**src/rtl/pause_dim_ctrl.sv**
```systemverilog
// pause_dim_ctrl: merges user, OSD and external pause sources into one
// registered pause_cpu. After a programmable idle time, it dims the RGB path.
// Optional macro PAUSE_VBL_SYNC_EN: when defined, pause_cpu only changes at
// the rising edge of vblank, so pause assertion and release are frame-aligned.
module pause_dim_ctrl #(
  parameter int RW          = 3,
  parameter int GW          = 3,
  parameter int BW          = 2,
  parameter int NREQ        = 2,
  parameter int TICK_CYCLES = 18_000_000,
  parameter int DIM_TICKS   = 10,
  parameter int DIM_SHIFT   = 1
) (
  input  logic                clk_sys,
  input  logic                reset_n,
  input  logic                user_button,
  input  logic [NREQ-1:0]     pause_request,
  input  logic                OSD_STATUS,
  input  logic [1:0]          options,
  input  logic                vblank,
  input  logic [RW+GW+BW-1:0] rgb_in,
  output logic [RW+GW+BW-1:0] rgb_out,
  output logic                pause_cpu,
  output logic                dim_video
);

  localparam int CW = RW + GW + BW;
  // Keep the prescaler at least one bit wide so TICK_CYCLES=1 still elaborates.
  localparam int TW = (TICK_CYCLES > 1) ? $clog2(TICK_CYCLES) : 1;
  localparam int SW = $clog2(DIM_TICKS + 1);
  localparam logic [TW-1:0] TICK_LAST = TW'(TICK_CYCLES - 1);
  localparam logic [SW-1:0] SEC_MAX   = SW'(DIM_TICKS);

  logic          btn_d;
  logic          user_paused;
  logic          want;
  logic          idle;
  logic [TW-1:0] tick_cnt;
  logic [SW-1:0] sec_cnt;

  // Only user or OSD pause counts as idle; an external request such as the
  // hiscore save must never dim the picture.
  assign want = user_paused | (|pause_request) | (options[0] & OSD_STATUS);
  assign idle = pause_cpu & (user_paused | (options[0] & OSD_STATUS));

  // Button edge detection; each rising edge toggles the user pause state.
  always_ff @(posedge clk_sys or negedge reset_n) begin
    if (!reset_n) begin
      btn_d       <= 1'b0;
      user_paused <= 1'b0;
    end else begin
      btn_d <= user_button;
      if (user_button & ~btn_d)
        user_paused <= ~user_paused;
    end
  end

`ifdef PAUSE_VBL_SYNC_EN
  logic vbl_d;

  // Pause output only reloads at the rising edge of vblank and holds otherwise.
  always_ff @(posedge clk_sys or negedge reset_n) begin
    if (!reset_n) begin
      vbl_d     <= 1'b0;
      pause_cpu <= 1'b0;
    end else begin
      vbl_d <= vblank;
      if (vblank & ~vbl_d)
        pause_cpu <= want;
    end
  end
`else
  // vblank has no function without frame alignment.
  logic unused_vblank;
  assign unused_vblank = vblank;

  // Pause output follows the merged request every cycle.
  always_ff @(posedge clk_sys or negedge reset_n) begin
    if (!reset_n)
      pause_cpu <= 1'b0;
    else
      pause_cpu <= want;
  end
`endif

  // Idle timer: the prescaler produces ticks, and sec_cnt saturates at DIM_TICKS.
  always_ff @(posedge clk_sys or negedge reset_n) begin
    if (!reset_n) begin
      tick_cnt <= '0;
      sec_cnt  <= '0;
    end else if (!idle) begin
      tick_cnt <= '0;
      sec_cnt  <= '0;
    end else if (tick_cnt == TICK_LAST) begin
      tick_cnt <= '0;
      if (sec_cnt != SEC_MAX)
        sec_cnt <= sec_cnt + 1'b1;
    end else begin
      tick_cnt <= tick_cnt + 1'b1;
    end
  end

  // Each channel is shifted on its own slice, so no bits bleed from one
  // colour channel into the next. A shift at least as wide as the channel
  // yields zero.
  logic [RW-1:0] r_dim;
  logic [GW-1:0] g_dim;
  logic [BW-1:0] b_dim;
  assign r_dim = rgb_in[CW-1 -: RW] >> DIM_SHIFT;
  assign g_dim = rgb_in[BW +: GW] >> DIM_SHIFT;
  assign b_dim = rgb_in[0 +: BW] >> DIM_SHIFT;

  // The dim flag is registered, and the RGB register uses the flag value
  // already visible.
  always_ff @(posedge clk_sys or negedge reset_n) begin
    if (!reset_n) begin
      dim_video <= 1'b0;
      rgb_out   <= '0;
    end else begin
      dim_video <= options[1] & idle & (sec_cnt == SEC_MAX);
      rgb_out   <= dim_video ? {r_dim, g_dim, b_dim} : rgb_in;
    end
  end

endmodule

```
**config.mk**
```make
export PLATFORM = sky130hd
export DESIGN_NAME = pause_dim_ctrl
export DESIGN_NICKNAME = d
export VERILOG_FILES = /design/src/rtl/pause_dim_ctrl.sv
export SDC_FILE = /design/constraint.sdc
export NUM_CORES = 1
export LEC_CHECK = 0
export ABC_CLOCK_PERIOD_IN_PS = 2100
export BUFFER_PORTS_ARGS = -buffer_cell sky130_fd_sc_hd__buf_4
export CELL_PAD_IN_SITES_DETAIL_PLACEMENT = 1
export CELL_PAD_IN_SITES_GLOBAL_PLACEMENT = 2
export CORE_AREA = 3 3 79 81
export DETAILED_ROUTE_END_ITERATION = 8
export DIE_AREA = 0 0 82 84
export PLACE_DENSITY_LB_ADDON = 0.12
export SYNTH_ARGS = -nofsm -noshare
export SYNTH_HDL_FRONTEND = slang
export SYNTH_SLANG_ARGS = --single-unit
```
**constraint.sdc**
```tcl
create_clock -name clk_sys -period 2.1 [get_ports clk_sys]
set_clock_uncertainty 0.15 [all_clocks]
set_input_delay 0.315 -clock clk_sys [delete_from_list [all_inputs] [get_ports clk_sys]]
set_output_delay 0.315 -clock clk_sys [all_outputs]
set_load 0.05 [all_outputs]
```
======== Word-level counts from Yosys, hierarchy flattened ========
Index checks and enable logic that the tools add are counted.
storage, ports and cells
  flip-flop bits (word level) ............. 41
  input bits .............................. 17
  output and inout port bits .............. 10
  word-level logic and storage cells ...... 32
operators by class
  $add $sub $neg .......................... 2
  eq/ne operators ......................... 5
  muxes and demuxes ....................... 6
  bitwise gates (word level) .............. 10
  reductions and logical operators ........ 2
operator list
  operator                                        count
  two-way mux 25 bit                              2
  adder 25 x 1 -> 25 bit (second input constant)  1
  equality test 25 bit (second input constant)    1
  two-way mux 4 bit                               3
  two-way mux 8 bit                               1
  bitwise AND 1 bit                               5
  adder 4 x 1 -> 4 bit (second input constant)    1
  equality test 4 bit (second input constant)     1
  != test 2 x 1 -> 1 bit (second input constant)  2
  != test 4 bit (second input constant)           1
  bitwise OR 1 bit                                3
  inverter 1 bit                                  2
  AND reduction 2 bit                             1
  OR reduction 2 bit                              1

======== Depth between registers and ports, before layout ========
  depth after elaboration ................. 5
  gate-level depth with buffers ........... 7

======== Worst setup path after synthesis ========
Ideal clock, no wire load.
  kind .................................... reg-to-reg
  start ................................... register tick_cnt[0]
  end ..................................... register tick_cnt[10]
  arrival ................................. 1.553 ns
  data required time ...................... 1.829 ns
  slack ................................... 0.276 ns
  cell stages (with the launch flop) ...... 8
  clock period less this slack ............ 1.824 ns
  cells stage by stage .................... dfrtp_1 ha_1 and4_1 buf_4 nand3_1 o21ai_1 buf_2 nor2_1
on the way
  word-level cells in the longest chain between the ends .. 3
  elaborated cells between the ends (all ways) .. 4
  those cells by class .................... add/sub: 1; eq/ne: 1; mux: 2
ends and longest elaborated chain
  element                                                         line    RTL
  from (decl)                                                     38      logic [TW-1:0] tick_cnt;
  from (signal assigned)                                          99      tick_cnt <= tick_cnt + 1'b1;
  adder 25 x 1 -> 25 bit or equality test 25 bit (tied branches)  99, 94
  two-way mux 25 bit *                                            94      end else if (tick_cnt == TICK_LAST) begin
  two-way mux 25 bit *                                            91      end else if (!idle) begin
Mark *: on every way between the ends. The rest lies on a longest branch, timed or not.
A chain may end at the register's enable or synchronous reset.

======== Worst setup path after layout ========
  start ................................... register tick_cnt[22]
  end ..................................... register sec_cnt[2]
on the way
  word-level cells in the longest chain between the ends .. 3
ends and longest elaborated chain
  element                                  line  RTL
  equality test 25 bit                     94
  != test 2 x 1 -> 1 bit (no source line)  --
  AND reduction 2 bit (no source line)     --
  to (signal assigned)                     97    sec_cnt <= sec_cnt + 1'b1;
  to (decl)                                39    logic [SW-1:0] sec_cnt;
Every way passes these cells.

==> results_dict.tcl <==
set metrics [dict create \
    final_cell_mix "dfrtp_1, buf_4, nor2_1" \
    p_clk_frac 0.388 \
    clock.fmax_mhz 515 \
    hold_class "primary input to register" \
    clkSlewWorstSetupHoldPaths_ns 0.09 \
    fp.coreArea_sq_um 5540 \
    period_needed_ns 1.94 \
    vias 1566 \
    worstPathMaxFanout 7 \
    regArea_sq_um 1030 \
    synth_top_cell_by_area "dfrtp_1" \
    holdWs_ns 0.0458 \
    ys_types 35 \
    detail_route.iter0.violations 107 \
    portBuffers 25 \
    cts_buffer_depth 2 \
    finalHoldViolations 0 \
    multiInputGateArea_sq_um 918 \
    cts_num_sinks 41 \
    grt_pass1_vias 1659 \
    rows 27 \
    grt_usage 0.145 \
    layout_setup_ws_ns 0.158 \
    final_common_cell "dfrtp_1" \
    grt_overflow 0 \
    drc 0 \
    report.final.setup_viol 0 \
    antenna_found_initial 0 \
    first_pass_iters 4 \
    htreeDepth 2 \
    slew_headroom 0.656 \
    p_comb_frac 0.159 \
    drv_slew 0 \
    worst_pin_slew_ns 0.516 \
    p_int_mw 1.43 \
    postSynthCellCount 187 \
    ys_warn_count 0 \
    synthDominantCellAreaShare 0.517 \
    dp_slack_ns 0.0340 \
    synth_fp_nets 207 \
    post-dp-hpwl_mm 3.19 \
    critPathLaunchType "register" \
    hold_depth 3 \
    drv_cap 0 \
    ant_nets 0 \
    clk_latency_ns 0.30 \
    synthTopCellsByArea "dfrtp_1, xor2_1, a21oi_1, nor2_1, mux2_2" \
    viasPerCell 5.31 \
    cts_root_buffer "clkbuf_8" \
    total_power_mw 1.94 \
    wl_mm 4.51 \
    wire_per_inst_um 15.3 \
    die_area_sq_um 6890 \
    worstSetupPathType "register to register" \
    power_frac_seq 0.453 \
    synth_area_per_cell_sq_um 10.6 \
    p_sw_mw 0.514 \
    die-width_um 82 \
    status "completed" \
    rr_worst_depth 4 \
    areaGrowthSynthToFinish_pct 23.5 \
    numCtsBuffers 5 \
    gp_congestion 0.788 \
    cp-end-kind "register" \
    synth_area_sq_um 1980 \
    fin_setup_tns_ns 0 \
    grt_max_degree 42 \
    worstPathRequired_ns 2.18 \
    finalCritPeriodShare 0.925 \
    leakage_nw 1.05 \
    switching_share 0.265 \
    drive_gt1_frac 0.242 \
    antenna_cells 0 \
    ir_worst_vdd_v 0.000368 \
    power_density_nw_per_um2 793 \
    synth-seq-area-share 0.517 \
    fp.dieH_um 84 \
    ios 27 \
    fillers 637 \
    worstPathArrival_ns 2.02 \
    ys_ff_latch 41 \
    nNetsFinal 242 \
    rsz0062_at_grt "false" \
    start_util 0.358 \
    cts_tree "done" \
    grt_pass1_wl_mm 7.80 \
]
power groups by stage:
stage | sequential (mW) | combinational, mW | clock (mW)
2_1_floorplan | 0.923 | 0.142 | 0
3_3_place_gp | 0.891 | 0.301 | 0
3_5_place_dp | 0.896 | 0.312 | 0
4_1_cts | 0.881 | 0.315 | 0.780
5_1_grt | 0.888 | 0.340 | 0.817
6_report | 0.881 | 0.309 | 0.753
logic make-up after synthesis:
family	Yosys count	share of synthesized area
simple gates	83	0.265
xor+xnor	14	0.0618
compound gates	32	0.0877
buf+inv	9	0.0208
flops	41	0.517
mux	5	0.0284
fa+ha+maj	3	0.0189
flip-flops by register name (all words and copies together) (netlist names):
| name | cells |
|---|---|
| sec_cnt | 4 |
| btn_d | 1 |
| rgb_out | 8 |
| dim_video | 1 |
| tick_cnt | 25 |
| user_paused | 1 |
| pause_cpu | 1 |
path summary, 6_finish.rpt:
path	start	endpoint	slack, ns
setup / recovery	tick_cnt[22]	sec_cnt[2]	0.16
min in group asynchronous	reset_n	btn_d	0.38
setup reg to reg	tick_cnt[22]	sec_cnt[2]	0.16
max in group asynchronous	reset_n	tick_cnt[19]	1.06
hold / removal	pause_request[0]	pause_cpu	0.05
hold reg to reg	user_paused	user_paused	0.33
layer usage:
metal / vias up / track usage / part of all wire
met5: - / 0 / 0
met4: 0 / 0.0453 / 0.014
met3: 5 / 0.0367 / 0.041
met2: 30 / 0.236 / 0.48
met1: 784 / 0.187 / 0.47
li1: 747 / - / -
area by class of cell:
cell class	instances	share of cell area
Timing Repair Buffer	33	0.108
Sequential cell	41	0.419
Clock buffer	5	0.0281
Tap cell	72	0.0368
Multi-Input combinational cell	137	0.375
Inverter	4	0.00613
Clock inverter	3	0.0266
Yosys cell counts, drive strengths merged:
| library cell | count |
|---|---|
| mux2 | 5 |
| nor4b | 2 |
| a21oi | 16 |
| nor2 | 17 |
| and3 | 3 |
| ha | 3 |
| nand2b | 2 |
| nand4 | 9 |
| dfrtp | 41 |
| buf | 4 |
| xnor2 | 3 |
| or4b | 1 |
| or4 | 3 |
| and2 | 3 |
| nor3b | 1 |
| nand2 | 9 |
| clkbuf | 1 |
| nor4 | 1 |
| and4 | 7 |
| o21ai | 11 |
| nand3 | 11 |
| o31ai | 4 |
| inv | 4 |
| o2111ai | 1 |
| or3 | 10 |
| xor2 | 11 |
| nor2b | 4 |
timing repair:
action / in CTS / in global routing
hold buffers: 2 / 0
buffers inserted: 0 / 1
endpoints found under the setup margin: 0 / 7
resized for setup: 0 / 2
endpoints found under the hold margin: 42 / 0
worst max-delay path, cell delays in order (launching register included):
cell and delay [ns]:
dfrtp_1 0.44, nor4_2 0.33, nand4_2 0.25, or4b_1 0.57, a21oi_1 0.15
through the flow:
stage	util	cell area, sq um	cells
after floorplan	-	1980	187
after global placement	0.412	2280	284
after detailed placement	0.412	2280	284
after CTS	0.440	2440	294
after global routing	0.442	2450	295
final	0.442	2450	295
(Power assumes the default switching activity.)
